File: config.mk
export PLATFORM = sky130hd
export DESIGN_NAME = hazard_ctrl_unit
export DESIGN_NICKNAME = d
export VERILOG_FILES = /design/src/rtl/hazard_pkg.sv /design/src/rtl/hazard_ctrl_unit_mc_stall_counter.sv /design/src/rtl/hazard_ctrl_unit.sv
export SDC_FILE = /design/constraint.sdc
export NUM_CORES = 1
export LEC_CHECK = 0
export CAP_MARGIN = 20
export CELL_PAD_IN_SITES_DETAIL_PLACEMENT = 2
export CELL_PAD_IN_SITES_GLOBAL_PLACEMENT = 2
export CORE_MARGIN = 8
export CORE_UTILIZATION = 13
export DETAILED_ROUTE_END_ITERATION = 8
export MAX_ROUTING_LAYER = met4
export PLACE_DENSITY = 0.88
export SETUP_SLACK_MARGIN = 0.02
export SLEW_MARGIN = 25
export SYNTH_ARGS = -nofsm -noshare
export SYNTH_HDL_FRONTEND = slang
export SYNTH_HIERARCHICAL = 1
export SYNTH_SLANG_ARGS = --single-unit
File: constraint.sdc
create_clock -name Clk -period 6.15 [get_ports Clk]
set_input_delay 1.23 -clock Clk [delete_from_list [all_inputs] [get_ports Clk]]
set_output_delay 1.23 -clock Clk [all_outputs]
set_load 0.05 [all_outputs]
File: src/rtl/hazard_pkg.sv
// Shared definitions for the ID-stage hazard controller: opcode constants and
// the multi-cycle sequencer state encoding.
package hazard_pkg;

  localparam logic [5:0] OP_RTYPE = 6'h00;
  localparam logic [5:0] OP_J     = 6'h02;
  localparam logic [5:0] OP_JAL   = 6'h03;
  localparam logic [5:0] OP_BEQ   = 6'h04;
  localparam logic [5:0] OP_BNE   = 6'h05;
  localparam logic [5:0] OP_SW    = 6'h2B;

  typedef enum logic {
    IDLE,
    MC_BUSY
  } mc_state_e;

endpackage

File: src/rtl/hazard_ctrl_unit_mc_stall_counter.sv
// Busy sequencer for multi-cycle EX ops: holds busy high for MC_LAT-1 cycles
// after the cycle in which start is seen in IDLE.
module mc_stall_counter
  import hazard_pkg::*;
#(
  parameter int unsigned MC_LAT = 4
) (
  input  logic Clk,
  input  logic Rst,
  input  logic start,
  output logic busy
);

  localparam int unsigned CNT_BITS = (MC_LAT > 1) ? $clog2(MC_LAT) : 1;
  localparam logic [CNT_BITS-1:0] CNT_LOAD = CNT_BITS'(MC_LAT - 1);
  localparam logic [CNT_BITS-1:0] CNT_ONE  = CNT_BITS'(1);

  mc_state_e           state_q, state_d;
  logic [CNT_BITS-1:0] cnt_q, cnt_d;

  always_comb begin
    state_d = state_q;
    cnt_d   = cnt_q;
    case (state_q)
      IDLE: begin
        if (start && (MC_LAT > 1)) begin
          state_d = MC_BUSY;
          cnt_d   = CNT_LOAD;
        end
      end
      MC_BUSY: begin
        cnt_d = cnt_q - CNT_ONE;
        if (cnt_q == CNT_ONE) state_d = IDLE;
      end
      default: begin
        state_d = IDLE;
        cnt_d   = '0;
      end
    endcase
  end

  always_ff @(posedge Clk) begin
    if (Rst) begin
      state_q <= IDLE;
      cnt_q   <= '0;
    end else begin
      state_q <= state_d;
      cnt_q   <= cnt_d;
    end
  end

  always_comb busy = (state_q == MC_BUSY);

endmodule

File: src/rtl/hazard_ctrl_unit.sv
// ID-stage hazard controller: load-use / branch-operand stalls, taken-branch and
// jump flushes, and multi-cycle EX holds. Optional perf counters: HAZARD_PERF_CNT_EN.
module hazard_ctrl_unit
  import hazard_pkg::*;
#(
  parameter int unsigned REG_ADDR_W = 5,
  parameter int unsigned MC_LAT     = 4,
  parameter int unsigned CNT_W      = 32
) (
  input  logic                  Clk,
  input  logic                  Rst,
  input  logic [31:0]           ID_Instruction,
  input  logic                  comp_in,
  input  logic [REG_ADDR_W-1:0] EX_Rd,
  input  logic [REG_ADDR_W-1:0] MEM_Rd,
  input  logic                  EX_regWrite,
  input  logic                  EX_memRead,
  input  logic                  MEM_regWrite,
  input  logic                  MEM_memRead,
  input  logic                  EX_mcStart,
  output logic                  stall_mux,
  output logic                  flush,
  output logic                  PCoff,
  output logic                  IFID_writeOff,
  output logic                  IDEX_writeOff,
  output logic                  EXMEM_bubble
`ifdef HAZARD_PERF_CNT_EN
  ,
  output logic [CNT_W-1:0]      stall_cnt,
  output logic [CNT_W-1:0]      flush_cnt
`endif
);

  logic [5:0]            opcode;
  logic [REG_ADDR_W-1:0] rs, rt;
  logic                  use_rs, use_rt, is_branch, is_jump;
  logic                  ex_match, mem_match, load_use, br_dep, data_stall;
  logic                  mc_busy;
  logic                  unused_instr_bits;

  always_comb begin
    opcode    = ID_Instruction[31:26];
    rs        = REG_ADDR_W'(ID_Instruction[25:21]);
    rt        = REG_ADDR_W'(ID_Instruction[20:16]);
    is_jump   = (opcode == OP_J) || (opcode == OP_JAL);
    is_branch = (opcode == OP_BEQ) || (opcode == OP_BNE);
    use_rs    = !is_jump;
    use_rt    = (opcode == OP_RTYPE) || is_branch || (opcode == OP_SW);

    ex_match  = (EX_Rd != '0) &&
                ((use_rs && (EX_Rd == rs)) || (use_rt && (EX_Rd == rt)));
    mem_match = (MEM_Rd != '0) &&
                ((use_rs && (MEM_Rd == rs)) || (use_rt && (MEM_Rd == rt)));

    load_use   = EX_memRead && EX_regWrite && ex_match;
    // A branch resolves in ID, so even ALU results in EX are not yet forwardable.
    br_dep     = is_branch && ((EX_regWrite && ex_match) ||
                               (MEM_memRead && MEM_regWrite && mem_match));
    data_stall = load_use || br_dep;
  end

  always_comb unused_instr_bits = ^ID_Instruction[15:0];

  mc_stall_counter #(
    .MC_LAT(MC_LAT)
  ) u_mc_stall_counter (
    .Clk  (Clk),
    .Rst  (Rst),
    .start(EX_mcStart),
    .busy (mc_busy)
  );

  always_comb begin
    stall_mux     = 1'b0;
    flush         = 1'b0;
    PCoff         = 1'b0;
    IFID_writeOff = 1'b0;
    IDEX_writeOff = 1'b0;
    EXMEM_bubble  = 1'b0;
    if (!Rst) begin
      if (mc_busy) begin
        PCoff         = 1'b1;
        IFID_writeOff = 1'b1;
        IDEX_writeOff = 1'b1;
        EXMEM_bubble  = 1'b1;
      end else if (data_stall) begin
        stall_mux     = 1'b1;
        PCoff         = 1'b1;
        IFID_writeOff = 1'b1;
      end else if (is_jump || (is_branch && comp_in)) begin
        flush = 1'b1;
      end
    end
  end

`ifdef HAZARD_PERF_CNT_EN
  logic [CNT_W-1:0] stall_cnt_q, stall_cnt_d;
  logic [CNT_W-1:0] flush_cnt_q, flush_cnt_d;

  always_comb begin
    stall_cnt_d = stall_cnt_q + CNT_W'(PCoff);
    flush_cnt_d = flush_cnt_q + CNT_W'(flush);
  end

  always_ff @(posedge Clk) begin
    if (Rst) begin
      stall_cnt_q <= '0;
      flush_cnt_q <= '0;
    end else begin
      stall_cnt_q <= stall_cnt_d;
      flush_cnt_q <= flush_cnt_d;
    end
  end

  always_comb begin
    stall_cnt = stall_cnt_q;
    flush_cnt = flush_cnt_q;
  end
`endif

endmodule
Yosys cells after proc, flatten, opt, wreduce, memory -nomap -nowiden
Index checks and enable logic that the tools add are counted.
{"block": "classes", "add_sub_neg": 1, "eq_ne": 11, "muxes": 16, "bitwise": 1, "reduce_logical": 26}
{"cell": "5-bit equality test", "count": 4}
{"cell": "1-bit logical AND", "count": 13}
{"cell": "1-bit two-way mux", "count": 13}
{"cell": "6-bit by 2-bit equality test with 1-bit output, second input constant", "count": 2}
{"cell": "6-bit by 3-bit equality test with 1-bit output, second input constant", "count": 2}
{"cell": "5-bit nonzero test", "count": 2}
{"cell": "1-bit logical OR", "count": 9}
{"cell": "6-bit equality test, second input constant", "count": 1}
{"cell": "6-bit logical NOT", "count": 1}
{"cell": "2-bit one-hot mux with 2 select lines", "count": 1}
{"cell": "2-bit by 1-bit equality test with 1-bit output, second input constant", "count": 1}
{"cell": "2-bit two-way mux", "count": 1}
{"cell": "2-bit != test, second input constant", "count": 1}
{"cell": "1-bit one-hot mux with 2 select lines", "count": 1}
{"cell": "2-bit by 1-bit subtractor with 2-bit output, second input constant", "count": 1}
{"cell": "1-bit logical NOT", "count": 1}
{"cell": "1-bit inverter", "count": 1}
{"block": "word_totals", "reg_bits": 3, "input_bits": 50, "output_inout_bits": 6, "elab_cells": 57}

Depth between registers and ports, before layout
Gate-level depths: netlist of the first run.
{"block": "depth", "depth_word": 14, "depth_mapped": 6, "ltp_nobuf": 5}

Modules after synthesis
Netlist of the first run, hierarchy kept.
{"mod": "hazard_ctrl_unit", "n_inst": 1, "cells_each": 51, "area_each_um2": 389.1, "seq_area_each_um2": 0.0}
{"mod": "mc_stall_counter", "n_inst": 1, "cells_each": 11, "area_each_um2": 121.4, "seq_area_each_um2": 60.1}

Worst setup path after synthesis of the first run
Ideal clock, no wire load.
{"block": "synth_timing", "path_type": "input -> output", "start": "in ID_Instruction[27]", "end": "out PCoff", "arrival_ns": 3.395, "required_time_ns": 4.920, "setup_slack_ns": 1.525, "path_stages": 6, "n_path_buf": 1, "path_cell_list": "nor3_2 > mux2i_1 > or4_1 > a21o_1 > a31oi_1 > buf_4"}
{"block": "synth_between", "elab_chain_len": 14, "word_cells_on_any_way": 28, "classes_between": "eq/ne (5); mux (3); reduce/logical (20)"}
{"item": "start, declared", "line_no": "hazard_ctrl_unit.sv:12", "text": "input logic [31:0] ID_Instruction,"}
{"item": "6-bit by 3-bit equality test with 1-bit output", "line_no": "hazard_ctrl_unit.sv:46", "text": "is_branch = (opcode == OP_BEQ) || (opcode == OP_BNE);"}
{"item": "1-bit logical OR", "line_no": "hazard_ctrl_unit.sv:46"}
{"item": "1-bit logical OR (2 in a row)", "line_no": "hazard_ctrl_unit.sv:48", "text": "use_rt = (opcode == OP_RTYPE) || is_branch || (opcode == OP_SW);"}
{"item": "1-bit logical AND, on equally long branches", "line_no": "hazard_ctrl_unit.sv:51, hazard_ctrl_unit.sv:53"}
{"item": "1-bit logical OR, on equally long branches", "line_no": "hazard_ctrl_unit.sv:51, hazard_ctrl_unit.sv:53"}
{"item": "1-bit logical AND, on equally long branches", "line_no": "hazard_ctrl_unit.sv:50, hazard_ctrl_unit.sv:52"}
{"item": "1-bit logical AND, on equally long branches", "line_no": "hazard_ctrl_unit.sv:57, hazard_ctrl_unit.sv:58"}
{"item": "1-bit logical OR", "line_no": "hazard_ctrl_unit.sv:57", "text": "br_dep = is_branch && ((EX_regWrite && ex_match) ||"}
{"item": "1-bit logical AND", "line_no": "hazard_ctrl_unit.sv:57"}
{"item": "1-bit logical OR *", "line_no": "hazard_ctrl_unit.sv:59", "text": "data_stall = load_use || br_dep;"}
{"item": "1-bit two-way mux * (3 in a row)"}
{"item": "end, declared", "line_no": "hazard_ctrl_unit.sv:23", "text": "output logic PCoff,"}
Mark *: on every way between the ends. The rest lies on a longest branch, timed or not.

Final worst setup path of the first run
{"block": "layout_timing", "start": "in EX_Rd[0]", "end": "out PCoff"}
{"block": "layout_between", "elab_chain_len": 11, "word_cells_on_any_way": 15, "classes_between": "eq/ne (2); mux (3); reduce/logical (10)"}
{"item": "start, declared", "line_no": "hazard_ctrl_unit.sv:14", "text": "input logic [REG_ADDR_W-1:0] EX_Rd,"}
{"item": "5-bit equality test", "line_no": "hazard_ctrl_unit.sv:51", "text": "((use_rs && (EX_Rd == rs)) || (use_rt && (EX_Rd == rt)));"}
{"item": "1-bit logical AND", "line_no": "hazard_ctrl_unit.sv:51"}
{"item": "1-bit logical OR", "line_no": "hazard_ctrl_unit.sv:51"}
{"item": "1-bit logical AND *", "line_no": "hazard_ctrl_unit.sv:50", "text": "ex_match = (EX_Rd != '0) &&"}
{"item": "1-bit logical AND", "line_no": "hazard_ctrl_unit.sv:57"}
{"item": "1-bit logical OR", "line_no": "hazard_ctrl_unit.sv:57"}
{"item": "1-bit logical AND", "line_no": "hazard_ctrl_unit.sv:57"}
{"item": "1-bit logical OR *", "line_no": "hazard_ctrl_unit.sv:59"}
{"item": "1-bit two-way mux *", "line_no": "hazard_ctrl_unit.sv:86", "text": "end else if (data_stall) begin"}
{"item": "1-bit two-way mux *", "line_no": "hazard_ctrl_unit.sv:81", "text": "if (mc_busy) begin"}
{"item": "1-bit two-way mux *", "line_no": "hazard_ctrl_unit.sv:80", "text": "if (!Rst) begin"}
Marks and branches as above.

==> results.py, run 1 <==
metrics = {
    "sta": {
        "max_freq_mhz": 195.8,
        "setup_viol_count_final": 0,
        "fin_crit_ns": 5.107,
        "rsz0062_at_grt": "false",
        "hold_violations": 0,
        "slew_headroom_pct": 66.28,
        "fin_tns_setup_ns": 0,
        "slew_viol_final": 0,
        "post-route-period-util_pct": 83.04,
        "holdWs_ns": 0.4889,
        "worst_pin_slew_ns": 0.5042,
        "skew_ns": 0.002165,
    },
    "hold_path": {
        "whs_path_depth": 2,
        "hold_end": "u_mc_stall_counter/cnt_q[1]",
        "min_path_type": "register to register",
        "hp-start": "u_mc_stall_counter/cnt_q[1]",
    },
    "global_route": {
        "grt_usage_pct": 7.903,
        "grt_busiest_layer": "met2",
        "grt_max_degree": 9,
        "grt.met3_usage_pct": 1.595,
        "grt.met1_usage_pct": 7.087,
        "grt_pass1_vias": 779,
        "gr-usage-met2_pct": 15.33,
        "grt_antenna_before_repair": 0,
        "grt_pass1_wl_um": 3753,
        "grt_remaining_overflow": 0,
    },
    "setup_path": {
        "path_buf_inv": 2,
        "crit_path_top_delay_cell": "clkdlybuf4s50_1",
        "path_delay_family": "buffers and inverters",
        "start_kind": "input pin",
        "crit_type": "input pin to output pin",
        "rr_endpoint": "u_mc_stall_counter/cnt_q[1]",
        "rrSetupSlack_ns": 5.11,
        "cpPeakStageDelay_ns": 0.85,
        "cpMostUsedCell": "clkdlybuf4s50_1",
        "cp.required_ns": 4.92,
        "r2r.worst_path.cells": 4,
        "critPathCaptureType": "output pin",
        "crit_chain": "clkdlybuf4s50_1 > xnor2_1 > nand4_1 > or4_1 > a21o_1 > a31oi_1 > clkdlybuf4s50_1",
        "critical_path_arrival_ns": 3.88,
        "timing.rr.start": "u_mc_stall_counter/cnt_q[1]",
        "cp_max_fo": 3,
    },
    "job": {
        "maxCapViolations": 0,
    },
    "floorplanning": {
        "initial_core_util_pct": 13.74,
        "boundaryPins": 56,
        "dieArea_um2": 6188,
        "fp.dieH_um": 78.67,
        "rows": 22,
        "core_um2": 3716,
        "die_x_um": 78.67,
    },
    "pwr": {
        "switching_share_pct": 30.15,
        "power_switching_mw": 0.04328,
        "p_comb_share_pct": 43.7,
        "leakage_nw": 0.3327,
        "p_int_mw": 0.1003,
        "peakVddDrop_v": 0.00004234,
        "power.density_nw_per_um2": 144.8,
        "p_clk_share_pct": 39.7,
        "pwr-share-seq_pct": 16.6,
    },
    "final_layout": {
        "register_area_um2": 60.06,
        "diodes": 0,
        "multiInputGateArea_um2": 424.2,
        "layout.nets": 155,
        "drive_gt1_share_pct": 9.709,
        "nFillCells": 435,
        "design_area_um2": 991.0,
        "syn_to_final_growth_pct": 94.12,
        "instances_no_fill": 151,
    },
    "routing": {
        "viasPerCell": 4.146,
        "dr.pass1.iters": 3,
        "vias": 626,
        "drtAntennaViolNets": 0,
        "drtIter0Drc": 25,
        "wl_per_cell_um": 16.06,
        "drt-total-wl_um": 2425,
        "post-route-drc-count": 0,
    },
    "logic_synthesis": {
        "synth_top_area_share_pct": 24.02,
        "syn-cell-area_um2": 510.5,
        "async_reset_ff_share_pct": 0,
        "synth_seq_cells": 3,
        "syn_nets": 113,
        "synth-main-ff-cell": "dfxtp_1",
        "synth-seq-area-share_pct": 11.76,
        "yosysTopAreaCell": "xnor2_1",
        "synth_edf_count": 0,
        "syn_inst": 62,
        "yosysWarningCount": 6,
        "synth_area_leaders": "xnor2_1, dfxtp_1, xor2_1",
        "netlist-cell-type-count": 29,
        "post-synth-top-count-cell": "xnor2_1",
        "syn_area_per_cell_um2": 8.234,
        "synth_common_cells": "xnor2_1, xor2_1, nand2_1",
    },
    "clock_tree": {
        "cts_sinks": 3,
        "post_cts_resize_count": 0,
        "cts-root-buf": "clkbuf_8",
        "cts_buffers": 3,
        "clk_path_buf_depth": 2,
        "postCtsSetupBuffers": 0,
        "path_clk_slew_ns": 0.03,
        "htreeDepth": 1,
        "clk_latency_ns": 0.21,
        "cts_tree": "done",
        "cts_hold_buf": 0,
    },
    "placement": {
        "post-dp-hpwl_um": 2227,
        "postPlaceCellArea_um2": 945.9,
        "gp_congestion": 0.7473,
        "placed_cells": 147,
        "io_buffers": 39,
    },
    "status": {
        "status": "complete, no violations",
    },
}
layout make-up:
| type | count | area share (%) |
|---|---|---|
| multi-input combinational | 54 | 42.80 |
| timing repair buffer | 39 | 39.39 |
| sequential | 3 | 6.061 |
| tap | 48 | 6.061 |
| clock buffer | 4 | 4.545 |
| inverter | 3 | 1.136 |
worst max-delay path by stage:
| stage | cells past startpoint | slack (ns) | end | from |
|---|---|---|---|---|
| after floorplan | 6 | 1.52 | PCoff | ID_Instruction[27] |
| after global placement | 7 | 1.12 | stall_mux | EX_Rd[4] |
| after detailed placement | 7 | 1.02 | PCoff | EX_Rd[0] |
| after CTS | 7 | 1.02 | PCoff | EX_Rd[0] |
| after global routing | 7 | 0.91 | PCoff | EX_Rd[0] |
| final | 7 | 1.04 | PCoff | EX_Rd[0] |
metrics by stage:
stage	setup WS [ns]	power [mW]	util, %
after global placement	1.122	0.08275	25.45
after detailed placement	1.021	0.08747	25.45
after global routing	0.9053	0.1528	26.67
final	1.043	0.1435	26.67
after CTS	1.021	0.1473	26.67
after floorplan	1.525	0.05091	-
worst min-delay path: cells and delay by family (launching register included):
family | cells | cell delay [ns]
DFF | 1 | 0.29
buffers and inverters | 1 | 0.08
AOI/OAI and AO/OA | 1 | 0.06
power by group through the flow:
stage / registers [mW] / clock network [mW] / logic [mW]
global route: 0.0242 / 0.0615 / 0.0671
CTS: 0.0239 / 0.0597 / 0.0638
finish: 0.0239 / 0.0570 / 0.0627
floorplan: 0.0235 / 0 / 0.0274
detailed placement: 0.0241 / 0 / 0.0633
global placement: 0.0238 / 0 / 0.0590
cells in the final DEF (no fill, tap or decap), types with 3 or more instances in the layout:
cell type / n
clkdlybuf4s50_1: 39
or4_1: 3
xor2_1: 6
dfxtp_1: 3
nand2_1: 4
xnor2_1: 14
clkbuf_8: 3
a211oi_1: 3
inv_1: 3
flip-flops by register name, indices dropped and copies added (netlist names):
| name | flops |
|---|---|
| u_mc_stall_counter/cnt_q | 2 |
| u_mc_stall_counter/busy | 1 |
logic make-up (layout without fill, tap and decap cells):
kind of cell | after synthesis | count (layout) | synth area share, %
AND/OR/NAND/NOR | 21 | 21 | 24.76
XOR/XNOR | 20 | 20 | 34.31
AO/OA/AOI/OAI | 11 | 11 | 19.61
buffers and inverters | 5 | 46 | 5.146
flip-flops | 3 | 3 | 11.77
adder cells (fa/ha/maj) | 1 | 1 | 2.451
multiplexers | 1 | 1 | 1.961
metal layers:
metal | routed length (um) | part of all wire, % | vias up
li1 | - | - | 309
met1 | 860 | 35 | 292
met2 | 1374 | 57 | 23
met3 | 168 | 6.9 | 2
met4 | 23 | 0.95 | 0
met5 | 0 | 0 | -
Note: power is estimated with default switching activity, not from simulation.
==> inputs of run 2 (changes only) <==
--- a/config.mk
+++ b/config.mk
@@ -9,10 +9,10 @@
 export CELL_PAD_IN_SITES_DETAIL_PLACEMENT = 2
 export CELL_PAD_IN_SITES_GLOBAL_PLACEMENT = 2
 export CORE_MARGIN = 8
-export CORE_UTILIZATION = 13
+export CORE_UTILIZATION = 12
 export DETAILED_ROUTE_END_ITERATION = 8
 export MAX_ROUTING_LAYER = met4
-export PLACE_DENSITY = 0.88
+export PLACE_DENSITY = 0.83
 export SETUP_SLACK_MARGIN = 0.02
 export SLEW_MARGIN = 25
 export SYNTH_ARGS = -nofsm -noshare
==> constraint.sdc (replaced) <==
create_clock -name Clk -period 5.1 [get_ports Clk]
set_input_delay 1.02 -clock Clk [delete_from_list [all_inputs] [get_ports Clk]]
set_output_delay 1.02 -clock Clk [all_outputs]
set_load 0.05 [all_outputs]
==> run 2 against run 1 <==
Die area grew 6.6%. Worst hold slack got worse by 0.0044 ns. Sequential cell count did not move. Critical path depth unchanged. Non-clock buffer count unchanged. First-iteration DRC count is 92% lower. Sequential power rose by 21%. Clock power increased by 20%. Register-to-register slack got worse by 1.0 ns. Via count is 3.0% higher. Power up 20%.
==> results.py, run 2 (synthesis gave the netlist of run 1 again) <==
metrics = {
    "status": {
        "status": "complete, no violations",
    },
    "routing": {
        "post-route-drc-count": 0,
        "dr.pass1.iters": 2,
        "drtIter0Drc": 2,
        "drtAntennaViolNets": 0,
        "vias": 645,
        "drt-total-wl_um": 2373,
        "wl_per_cell_um": 15.51,
        "viasPerCell": 4.216,
    },
    "sta": {
        "worst_pin_slew_ns": 0.5035,
        "slew_viol_final": 0,
        "skew_ns": 0.0006030,
        "rsz0062_at_grt": "false",
        "hold_violations": 0,
        "post-route-period-util_pct": 93.05,
        "slew_headroom_pct": 66.33,
        "fin_crit_ns": 4.745,
        "max_freq_mhz": 210.7,
        "holdWs_ns": 0.4845,
        "setup_viol_count_final": 0,
        "fin_tns_setup_ns": 0,
    },
    "placement": {
        "post-dp-hpwl_um": 2177,
        "io_buffers": 39,
        "gp_congestion": 0.6856,
    },
    "final_layout": {
        "syn_to_final_growth_pct": 94.61,
        "largest_register_ffs": 2,
        "diodes": 0,
        "layout.nets": 155,
        "regMostFlops": "u_mc_stall_counter/cnt_q",
        "final_common_cell": "clkdlybuf4s50_1",
        "mostFrequentLayoutCells": "clkdlybuf4s50_1, xnor2_1, xor2_1, nand2_1",
        "drive_gt1_share_pct": 9.709,
    },
    "setup_path": {
        "start_kind": "input pin",
        "critical_path_arrival_ns": 3.73,
        "crit_type": "input pin to output pin",
        "critPathCaptureType": "output pin",
        "cp_max_fo": 3,
        "cp.required_ns": 4.08,
    },
    "pwr": {
        "power.density_nw_per_um2": 172.7,
        "leakage_nw": 0.3327,
        "peakVddDrop_v": 0.00003835,
    },
    "job": {
        "maxCapViolations": 0,
    },
    "clock_tree": {
        "clk_path_buf_depth": 2,
        "cts-root-buf": "clkbuf_8",
        "postCtsSetupBuffers": 0,
        "cts_sinks": 3,
        "path_clk_slew_ns": 0.03,
        "cts_hold_buf": 0,
        "cts_tree": "done",
        "post_cts_resize_count": 0,
        "htreeDepth": 1,
        "cts_buffers": 3,
        "clk_latency_ns": 0.21,
    },
    "floorplanning": {
        "core_um2": 4058,
        "die_x_um": 81.23,
        "rows": 23,
        "boundaryPins": 56,
        "initial_core_util_pct": 12.58,
        "dieArea_um2": 6598,
        "fp.dieH_um": 81.23,
    },
    "global_route": {
        "grt_max_degree": 9,
        "grt_antenna_before_repair": 0,
        "grt_pass1_vias": 757,
        "grt_pass1_wl_um": 3567,
        "grt_usage_pct": 7.394,
        "grt_remaining_overflow": 0,
    },
    "hold_path": {
        "min_path_type": "register to register",
    },
}
-- run 2: cell counts in the layout (fill, tap and decap cells not counted) --
No cell type changed its count.
-- run 2: path summary, 6_finish.rpt --
check | from | endpoint | slack, ns | cells past startpoint
max | EX_Rd[2] | IFID_writeOff | 0.35 | 7
min | u_mc_stall_counter/cnt_q[1] | u_mc_stall_counter/cnt_q[1] | 0.48 | 2
max reg2reg | u_mc_stall_counter/cnt_q[1] | u_mc_stall_counter/cnt_q[1] | 4.11 | 4
min reg2reg | u_mc_stall_counter/cnt_q[1] | u_mc_stall_counter/cnt_q[1] | 0.48 | 2
-- run 2: routing by layer --
layer | up-vias | GRT usage (%) | part of all wire [%]
met5 | - | - | 0
met4 | 0 | 2.679 | 0.80
met3 | 2 | 1.325 | 5.3
met2 | 22 | 14.68 | 55
met1 | 312 | 6.801 | 39
li1 | 309 | - | -
-- run 2: worst max-delay path: stages --
cell and delay (ns):
clkdlybuf4s50_1 0.48, xnor2_1 0.23, nand4_1 0.16, or4_1 0.50, a21o_1 0.24, a31oi_1 0.24, clkdlybuf4s50_1 0.85
-- run 2: area by class of cell --
type	count	area [um^2]
flip-flops and latches	3	60.06
fillers	449	3064
repair buffers	39	390.4
multi-input cells	54	424.2
clock buffers	4	45.04
well taps	50	62.56
inverters	3	11.26
-- run 2: power breakdown --
group,leakage (nW),total [mW],internal (mW),switching (mW)
combinational,0.285,0.0744,0.0414,0.0330
clock,0.0228,0.0684,0.0533,0.0151
sequential,0.0252,0.0288,0.0260,0.00276
-- run 2: per-stage QoR --
step	utilization [%]	std cells	total power, mW	setup WS, ns	instance area [um^2]
detailed placement	23.37	149	0.1042	0.3241	948.4
global route	24.48	153	0.1821	0.2229	993.5
CTS	24.48	153	0.1740	0.3315	993.5
finish	24.48	153	0.1715	0.3547	993.5
global placement	23.37	149	0.1000	0.4929	948.4
floorplan	-	62	0.06139	0.8949	510.5
==> inputs of run 3 (changes only) <==
--- a/config.mk
+++ b/config.mk
@@ -10,6 +10,7 @@
 export CELL_PAD_IN_SITES_GLOBAL_PLACEMENT = 2
 export CORE_MARGIN = 8
 export CORE_UTILIZATION = 12
+export CTS_BUF_LIST = sky130_fd_sc_hd__clkbuf_16
 export DETAILED_ROUTE_END_ITERATION = 8
 export MAX_ROUTING_LAYER = met4
 export PLACE_DENSITY = 0.83
==> run 3 against run 2 <==
Sequential share of layout area is 0.20 points lower. First-iteration DRC count is 50% higher. Largest cell class unchanged. Die area stayed put. Critical path depth stayed put. Utilization is 0.83 points higher.
==> results.py, run 3 (synthesis gave the netlist of run 1 again) <==
metrics = {
    "clock_tree": {
        "clk_path_buf_depth": 2,
        "clk_latency_ns": 0.22,
        "post_cts_resize_count": 0,
        "cts-root-buf": "clkbuf_16",
        "cts_sinks": 3,
        "path_clk_slew_ns": 0.03,
        "cts_tree": "done",
        "postCtsSetupBuffers": 0,
        "htreeDepth": 1,
        "cts_buffers": 3,
        "cts_hold_buf": 0,
    },
    "global_route": {
        "grt_usage_pct": 7.417,
        "grt_pass1_wl_um": 3601,
        "grt_antenna_before_repair": 0,
        "grt_max_degree": 9,
        "grt.met3_usage_pct": 1.656,
        "grt_remaining_overflow": 0,
        "grt.met1_usage_pct": 6.990,
        "grt_pass1_vias": 758,
        "grt_busiest_layer": "met2",
        "gr-usage-met2_pct": 14.76,
    },
    "setup_path": {
        "crit_type": "input pin to output pin",
        "cp_max_fo": 3,
        "crit_path_top_delay_cell": "clkdlybuf4s50_1",
        "crit_chain": "clkdlybuf4s50_1 > xnor2_1 > nand4_1 > or4_1 > a21o_1 > a211oi_2 > clkdlybuf4s50_1",
        "cpMostUsedCell": "clkdlybuf4s50_1",
        "start_kind": "input pin",
        "critPathCaptureType": "output pin",
        "critical_path_arrival_ns": 3.73,
        "cpPeakStageDelay_ns": 0.84,
        "cp.required_ns": 4.08,
    },
    "pwr": {
        "power_mw": 0.2247,
        "power.density_nw_per_um2": 218.7,
        "leakage_nw": 0.3523,
        "peakVddDrop_v": 0.00009876,
    },
    "placement": {
        "io_buffers": 39,
        "postPlaceCellArea_um2": 948.4,
        "gp_congestion": 0.6856,
        "place_ws_ns": 0.3241,
        "post-dp-hpwl_um": 2177,
    },
    "routing": {
        "dr.pass1.iters": 4,
        "wl_per_cell_um": 15.86,
        "drtAntennaViolNets": 0,
        "post-route-drc-count": 0,
        "drt-total-wl_um": 2426,
        "viasPerCell": 4.163,
        "drtIter0Drc": 3,
        "vias": 637,
    },
    "sta": {
        "slew_viol_final": 0,
        "fin_crit_ns": 4.748,
        "rsz0062_at_grt": "false",
        "fin_tns_setup_ns": 0,
        "worst_pin_slew_ns": 0.5036,
        "max_freq_mhz": 210.6,
        "setup_viol_count_final": 0,
        "skew_ns": 0.0006732,
        "worst_slack_ns": 0.3524,
        "slew_headroom_pct": 66.32,
        "hold_violations": 0,
        "post-route-period-util_pct": 93.09,
    },
    "final_layout": {
        "regMostFlops": "u_mc_stall_counter/cnt_q",
        "final_util_pct": 25.32,
        "layout.nets": 155,
        "diodes": 0,
        "largest_register_ffs": 2,
        "syn_to_final_growth_pct": 101.2,
        "design_area_um2": 1027,
        "drive_gt1_share_pct": 9.709,
        "final_common_cell": "clkdlybuf4s50_1",
        "mostFrequentLayoutCells": "clkdlybuf4s50_1, xnor2_1, xor2_1, inv_1, nand2_1",
    },
    "floorplanning": {
        "rows": 23,
        "die_x_um": 81.23,
        "core_um2": 4058,
        "initial_core_util_pct": 12.58,
        "dieArea_um2": 6598,
        "fp.dieH_um": 81.23,
        "boundaryPins": 56,
    },
    "job": {
        "maxCapViolations": 0,
    },
    "hold_path": {
        "min_path_type": "register to register",
    },
    "status": {
        "status": "complete, no violations",
    },
}
[run 3: worst max-delay path: cells and delay by family]
family,cells,cell delay [ns]
AO/OA/AOI/OAI,2,0.49
XOR/XNOR,1,0.23
buffers and inverters,2,1.32
AND/OR/NAND/NOR,2,0.66
[run 3: power breakdown]
part	switching [mW]	internal (mW)
sequential	0.00287	0.0260
clock	0.0202	0.101
combinational	0.0332	0.0414
[run 3: metrics by stage]
| step | std cells | hold slack, ns |
|---|---|---|
| 4_1_cts | 153 | 0.5030 |
| 2_1_floorplan | 62 | 0.4413 |
| 3_5_place_dp | 149 | 0.4806 |
| 3_3_place_gp | 149 | 0.4631 |
| 5_1_grt | 153 | 0.5118 |
| 6_report | 153 | 0.5023 |
[run 3: worst paths after layout]
path                          startpoint                           to  slack, ns  cells past startpoint
min reg2reg  u_mc_stall_counter/cnt_q[1]  u_mc_stall_counter/cnt_q[1]       0.50                      2
min          u_mc_stall_counter/cnt_q[1]  u_mc_stall_counter/cnt_q[1]       0.50                      2
max                             EX_Rd[2]                    stall_mux       0.35                      7
max reg2reg  u_mc_stall_counter/cnt_q[1]  u_mc_stall_counter/cnt_q[1]       4.09                      4
[run 3: per-layer routing]
layer | routed length [um] | part of all wire (%)
met1 | 968 | 40
met2 | 1311 | 54
met3 | 126 | 5.2
met4 | 19 | 0.78
met5 | 0 | 0
[run 3: layout make-up]
cell class	instances	area, um^2
fill	449	3030
multi-input combinational	54	424.2
timing repair buffer	39	390.4
clock buffer	3	75.07
tap	50	62.56
sequential	3	60.06
inverter	3	11.26
clock inverter	1	3.754
